$ cat src/rtl/uart_pkg.sv
// Shared types and helpers for the configurable UART transmitter.
package uart_pkg;

  typedef enum logic [2:0] {
    ST_IDLE,
    ST_START,
    ST_DATA,
    ST_PARITY,
    ST_STOP
  } tx_state_e;

  // Mode 3 is reserved and behaves like no parity.
  localparam logic [1:0] PAR_NONE = 2'd0;
  localparam logic [1:0] PAR_EVEN = 2'd1;
  localparam logic [1:0] PAR_ODD  = 2'd2;

  function automatic logic [3:0] data_bits(input logic [1:0] cfg_bits);
    return 4'd5 + {2'b00, cfg_bits};
  endfunction

  function automatic logic [7:0] data_mask(input logic [1:0] cfg_bits);
    case (cfg_bits)
      2'd0:    return 8'h1F;
      2'd1:    return 8'h3F;
      2'd2:    return 8'h7F;
      default: return 8'hFF;
    endcase
  endfunction

  function automatic logic par_on(input logic [1:0] mode);
    return (mode == PAR_EVEN) || (mode == PAR_ODD);
  endfunction

endpackage

$ cat src/rtl/uart_baud_cnt.sv
// Bit-period counter: strobes on the last clock of every bit while a frame runs.
module uart_baud_cnt #(
  parameter int DIV_W = 16
) (
  input  logic             clk,
  input  logic             rst_n,
  input  logic             run,
  input  logic             restart,
  input  logic [DIV_W-1:0] div_m1,
  output logic             strobe
);

  logic [DIV_W-1:0] cnt;

  assign strobe = run && (cnt == div_m1);

  always_ff @(posedge clk or negedge rst_n) begin
    if (!rst_n) begin
      cnt <= '0;
    end else if (!run || restart || strobe) begin
      cnt <= '0;
    end else begin
      cnt <= cnt + 1'b1;
    end
  end

endmodule

$ cat src/rtl/uart_tx_cfg.sv
// UART transmitter with per-frame latched divisor, data width, parity and stop bits.
module uart_tx_cfg
  import uart_pkg::*;
#(
  parameter int DIV_W   = 16,
  parameter int DIV_RST = 434
) (
  input  logic             clk,
  input  logic             rst_n,
  input  logic [DIV_W-1:0] div,
  input  logic [1:0]       cfg_bits,
  input  logic [1:0]       cfg_par,
  input  logic             cfg_stop2,
  input  logic             in_valid,
  input  logic [7:0]       in_data,
  output logic             in_ready,
  output logic             tx,
  output logic             busy,
  output logic             frame_done
);

  tx_state_e        state;
  logic [DIV_W-1:0] div_m1_q;
  logic [DIV_W-1:0] div_eff;
  logic [1:0]       bits_q;
  logic [1:0]       par_q;
  logic             stop2_q;
  logic [2:0]       bit_idx;
  logic             stop_idx;
  logic [7:0]       data_sh;
  logic             par_bit;
  logic             rdy_en;
  logic             strobe;
  logic             last_data;
  logic             last_stop;
  logic             xfer;

  assign div_eff    = (div == '0) ? DIV_W'(1) : div;
  assign last_data  = ({1'b0, bit_idx} == (data_bits(bits_q) - 4'd1));
  assign last_stop  = (stop_idx == stop2_q);
  assign frame_done = (state == ST_STOP) && strobe && last_stop;
  // rdy_en keeps in_ready low until the first edge after reset release.
  assign in_ready   = rdy_en && ((state == ST_IDLE) || frame_done);
  assign xfer       = in_valid && in_ready;

  uart_baud_cnt #(.DIV_W(DIV_W)) u_baud (
    .clk     (clk),
    .rst_n   (rst_n),
    .run     (state != ST_IDLE),
    .restart (xfer),
    .div_m1  (div_m1_q),
    .strobe  (strobe)
  );

  always_ff @(posedge clk or negedge rst_n) begin
    if (!rst_n) begin
      state    <= ST_IDLE;
      tx       <= 1'b1;
      busy     <= 1'b0;
      rdy_en   <= 1'b0;
      bit_idx  <= '0;
      stop_idx <= 1'b0;
      div_m1_q <= DIV_W'(DIV_RST - 1);
      bits_q   <= 2'd3;
      par_q    <= PAR_NONE;
      stop2_q  <= 1'b0;
    end else begin
      rdy_en <= 1'b1;
      if (xfer) begin
        state    <= ST_START;
        tx       <= 1'b0;
        busy     <= 1'b1;
        bit_idx  <= '0;
        stop_idx <= 1'b0;
        div_m1_q <= div_eff - 1'b1;
        bits_q   <= cfg_bits;
        par_q    <= cfg_par;
        stop2_q  <= cfg_stop2;
      end else if (strobe) begin
        case (state)
          ST_START: begin
            state <= ST_DATA;
            tx    <= data_sh[0];
          end
          ST_DATA: begin
            if (!last_data) begin
              bit_idx <= bit_idx + 3'd1;
              tx      <= data_sh[0];
            end else if (par_on(par_q)) begin
              state <= ST_PARITY;
              tx    <= par_bit;
            end else begin
              state <= ST_STOP;
              tx    <= 1'b1;
            end
          end
          ST_PARITY: begin
            state <= ST_STOP;
            tx    <= 1'b1;
          end
          ST_STOP: begin
            if (last_stop) begin
              state <= ST_IDLE;
              busy  <= 1'b0;
            end else begin
              stop_idx <= 1'b1;
            end
          end
          default: state <= ST_IDLE;
        endcase
      end
    end
  end

  // Payload is masked to the frame width at acceptance and shifted out LSB first.
  always_ff @(posedge clk) begin
    if (xfer) begin
      data_sh <= in_data & data_mask(cfg_bits);
      par_bit <= (^(in_data & data_mask(cfg_bits))) ^ (cfg_par == PAR_ODD);
    end else if (strobe && ((state == ST_START) || (state == ST_DATA))) begin
      data_sh <= data_sh >> 1;
    end
  end

endmodule

$ cat config.mk
export PLATFORM = sky130hd
export DESIGN_NAME = uart_tx_cfg
export DESIGN_NICKNAME = d
export VERILOG_FILES = /design/src/rtl/uart_pkg.sv /design/src/rtl/uart_baud_cnt.sv /design/src/rtl/uart_tx_cfg.sv
export SDC_FILE = /design/constraint.sdc
export NUM_CORES = 1
export LEC_CHECK = 0
export ABC_AREA = 0
export CORE_MARGIN = 5
export CORE_UTILIZATION = 39
export DETAILED_ROUTE_END_ITERATION = 7
export HOLD_SLACK_MARGIN = 0.15
export PLACE_DENSITY_LB_ADDON = 0.2
export SYNTH_ARGS = -nofsm -noshare
export SYNTH_HDL_FRONTEND = slang
export SYNTH_SLANG_ARGS = --single-unit
$ cat constraint.sdc
create_clock -name clk -period 3.8 [get_ports clk]
set_input_delay 0.38 -clock clk [delete_from_list [all_inputs] [get_ports clk]]
set_output_delay 0.38 -clock clk [all_outputs]
set_load 0.05 [all_outputs]
==> impl_summary.txt, run 1 <==
----------------------------------------------------
[Global route]
  Number of antenna violations at the first check in global routing ... 0
  GR Util All Layers ... 0.1410
  Total global routing overflow ... 0
  Maximum number of pins on one net before global-route repair ... 48
  Global-route wire length before repair ... 11440 um
  Via count of the first global-routing pass ... 2226

[Synthesis]
  Flops & latches, synth ... 56
  Xor and xnor fraction of the mapped netlist area ... 0.1399
  Gate count of the mapped netlist ... 301
  Share of synthesized area spent on multiplexers ... 0.1053
  Number of enable-type register cells in the synthesized netlist ... 9
  Sequential-to-total area share from yosys stat ... 0.4475
  Cell Area, Synth ... 3254 sq um
  Simple-Gate Fraction of Synth Area ... 0.1872
  Compound-Gate Fraction of Synth Area ... 0.07612
  Synthesis Warnings ... 0
  Largest area contributor in the synthesized netlist ... dfrtp_1
  Dominant combinational cell family by area after synthesis ... simple AND/OR/NAND/NOR gates
  Mean cell area of the mapped netlist ... 10.81 sq um
  Top-area cell type share of the netlist area ... 0.2999
  Ranking of synthesized cells by area ... dfrtp_1 (30%), edfxtp_1 (8.3%), xnor2_1 (7.0%), xor2_1 (7.0%), dfstp_2 (6.5%)
  Syn nets ... 336
  Library cells used by synthesis ... 53
  Proportion of register bits with asynchronous set or reset after synthesis ... 0.8393
  Adder and majority gate portion of the synthesized area ... 0.01153
  Most instantiated flip-flop cell in the synthesis netlist ... dfrtp_1

[Pwr]
  Standby leakage power ... 1.542 nW
  Share of power burned in registers ... 0.585
  Clock Power Share ... 0.333
  Internal ... 0.7894 mW
  IR drop worst, VDD ... 0.0001639 V
  Overall power of the completed layout ... 1.043 mW
  Power share of the combinational group ... 0.082
  Switching fraction of total power ... 0.2433
  Net Switching ... 0.2538 mW
  Power density cells ... 275.9 nW/um^2

[Job]
  Max capacitance violation total ... 0

[Layout]
  End-of-flow core utilization ... 0.4625
  Share of final-layout standard cells stronger than drive strength 1 ... 0.1568
  Growth of design area from synthesis to finish ... 16.19%
  Ant. Diodes ... 0
  Filler instances ... 780
  Final-stage net count ... 372

[Clock network]
  CTS Hold Bufs ... 0
  Clk sink count ... 56
  Total number of H-tree levels ... 2
  Worst-case clock buffer depth ... 2
  Setup bufs post-CTS ... 0
  Number of buffers inserted during clock tree synthesis ... 5
  Clock network latency to the later pin of the worst-skew pair ... 310 ps
  Cell at the root of the clock tree ... clkbuf_8
  Clock tree from TritonCTS ... built
  Worst-path clk slew ... 110 ps
  Resized cells post-CTS ... 0

[Drt]
  Drt via density ... 5.203
  Initial DRC count ... 116
  Total number of vias ... 2305
  Final antenna-violating net count ... 0
  Total length of routed wires ... 6756 um
  DRC viols ... 0
  DR pass1 iterations ... 4
  Average wire per standard cell ... 15.25 um

[Placement]
  PortBufs ... 35
  Weighted congestion reported at the end of routability-driven placement ... 0.8189
  Final HPWL DP ... 5013 um
  Worst slack at placement ... 556.0 ps

[Setup path]
  CP endpoint kind ... output pin
  Startpoint-to-endpoint class of the critical path ... reg -> out
  Startpoint Class ... flip-flop
  Worst Path Arrival ... 2870 ps
  Critical path required time ... 3420 ps
  Largest fanout of any net on the critical path ... 8

[Timing]
  RSZ-0062 raised after global routing ... false
  Transition time of the tightest slew-check pin ... 980.2 ps
  Clock Skews ... 5.217 ps
  Hold violation total from the final report ... 0
  Final setup vio count ... 0
  Fraction of the cycle the final worst path needs ... 0.8547
  Setup slack after layout ... 552.0 ps
  Final max-slew violation count ... 0
  Post-route minimum period ... 3248 ps
  Remaining max-slew budget at the tightest pin ... 0.3466
  Fmax ... 0.3079 GHz
  Sum of negative setup slack ... 0 ps

[Floorplanning]
  Die width ... 101.4 um
  Number of placed I/O pins ... 36
  Core Area ... 8175 sq um
  Die Span Y ... 101.4 um
  FP Rows ... 33
  Effective utilization at floorplan ... 0.3981
  Die area ... 10270 sq um

[Min path]
  Type of the tightest min-delay check ... in -> async

[Outcome]
  Outcome ... finished, final reports clean

----------------------------------------------------
## placed cells by master (no fill, tap or decap), types with 8 or more instances in the layout
| cell type | instances |
|---|---|
| clkdlybuf4s50_1 | 33 |
| dfrtp_1 | 39 |
| dfstp_2 | 8 |
| edfxtp_1 | 9 |
| mux2_2 | 10 |
| mux2_4 | 14 |
| nand2_1 | 15 |
| nor2_1 | 32 |
| nor3_1 | 8 |
| nor4_1 | 11 |
| xnor2_1 | 26 |
| xor2_1 | 26 |
## path summary, 6_finish.rpt
check / depth (start not counted) / startpoint / slack, ps / to
max: 6 / u_baud.cnt[4] / 550 / in_ready
min: 2 / rst_n / 140 / u_baud.cnt[14]
max reg2reg: 6 / state[0] / 800 / data_sh[5]
min reg2reg: 1 / busy / 490 / busy
max in group asynchronous: 2 / rst_n / 3240 / bit_idx[0]
min in group clk: 1 / busy / 490 / busy
## synthesized netlist by cell type (7+ instances only)
cell type and n:
mux2_4 14, dfrtp_1 39, nor3_1 8, mux2_2 10
nand3_1 7, xnor2_1 26, dfstp_2 8, nor2_1 32
nand2_1 15, edfxtp_1 9, nor4_1 11, xor2_1 26
nand4_1 7
## power by group through the flow
stage | logic [mW] | clock network (mW) | registers, mW
2_1_floorplan | 0.0295 | 0 | 0.622
3_3_place_gp | 0.0859 | 0 | 0.622
3_5_place_dp | 0.0868 | 0 | 0.622
4_1_cts | 0.0872 | 0.360 | 0.610
5_1_grt | 0.0953 | 0.385 | 0.610
6_report | 0.0855 | 0.348 | 0.610
## state kept, by name, summed over array words and instances, names as in the netlist, 2 cells and up
name,flops
div_m1_q,16
data_sh,8
state,3
par_q,2
bits_q,2
bit_idx,3
u_baud.cnt,16
## kinds of logic (layout without fill, tap and decap cells)
kind of cell	Yosys count	count (layout)
AO/OA/AOI/OAI	35	35
XOR/XNOR	52	52
adder cells (fa/ha/maj)	3	3
buffers and inverters	16	53
flip-flops	56	56
multiplexers	26	26
other	1	1
AND/OR/NAND/NOR	112	112
## worst max-delay path, stage by stage, from the launching register on
cell and delay (ps):
dfrtp_1 480, xor2_1 200, nor4_1 370, nand4b_1 360, or4_1 550, a21boi_1 170, dlymetal6s2s_1 430
## routing by layer
layer / GRT usage / routed length [um] / vias up
li1: - / - / 1148
met5: 0 / 0 / -
met3: 0.02410 / 159 / 4
met1: 0.2216 / 3646 / 1118
met4: 0.03681 / 53 / 0
met2: 0.1987 / 2896 / 35
## through the flow
stage	hold slack, ps	instance area, sq um	instances
floorplan	84.41	3254	301
global placement	464.2	3687	435
detailed placement	471.2	3687	435
CTS	173.0	3779	443
global route	195.6	3781	443
finish	143.8	3781	443
## final cells by class
type / count / area (sq um) / share of cell area
multi-input combinational: 229 / 1697 / 0.4487
sequential: 56 / 1456 / 0.3852
timing repair buffer: 39 / 377.9 / 0.09993
tap: 105 / 131.4 / 0.03475
clock buffer: 5 / 68.82 / 0.01820
inverter: 6 / 27.53 / 0.007280
clock inverter: 3 / 22.52 / 0.005956
Note: power is estimated with default switching activity, not from simulation.
==> run 2, diff against run 1 <==
- CTS_CLUSTER_DIAMETER: unset -> 200
==> results of run 2 <==
No change in the layout: final DEF, timing and power equal those of run 1.
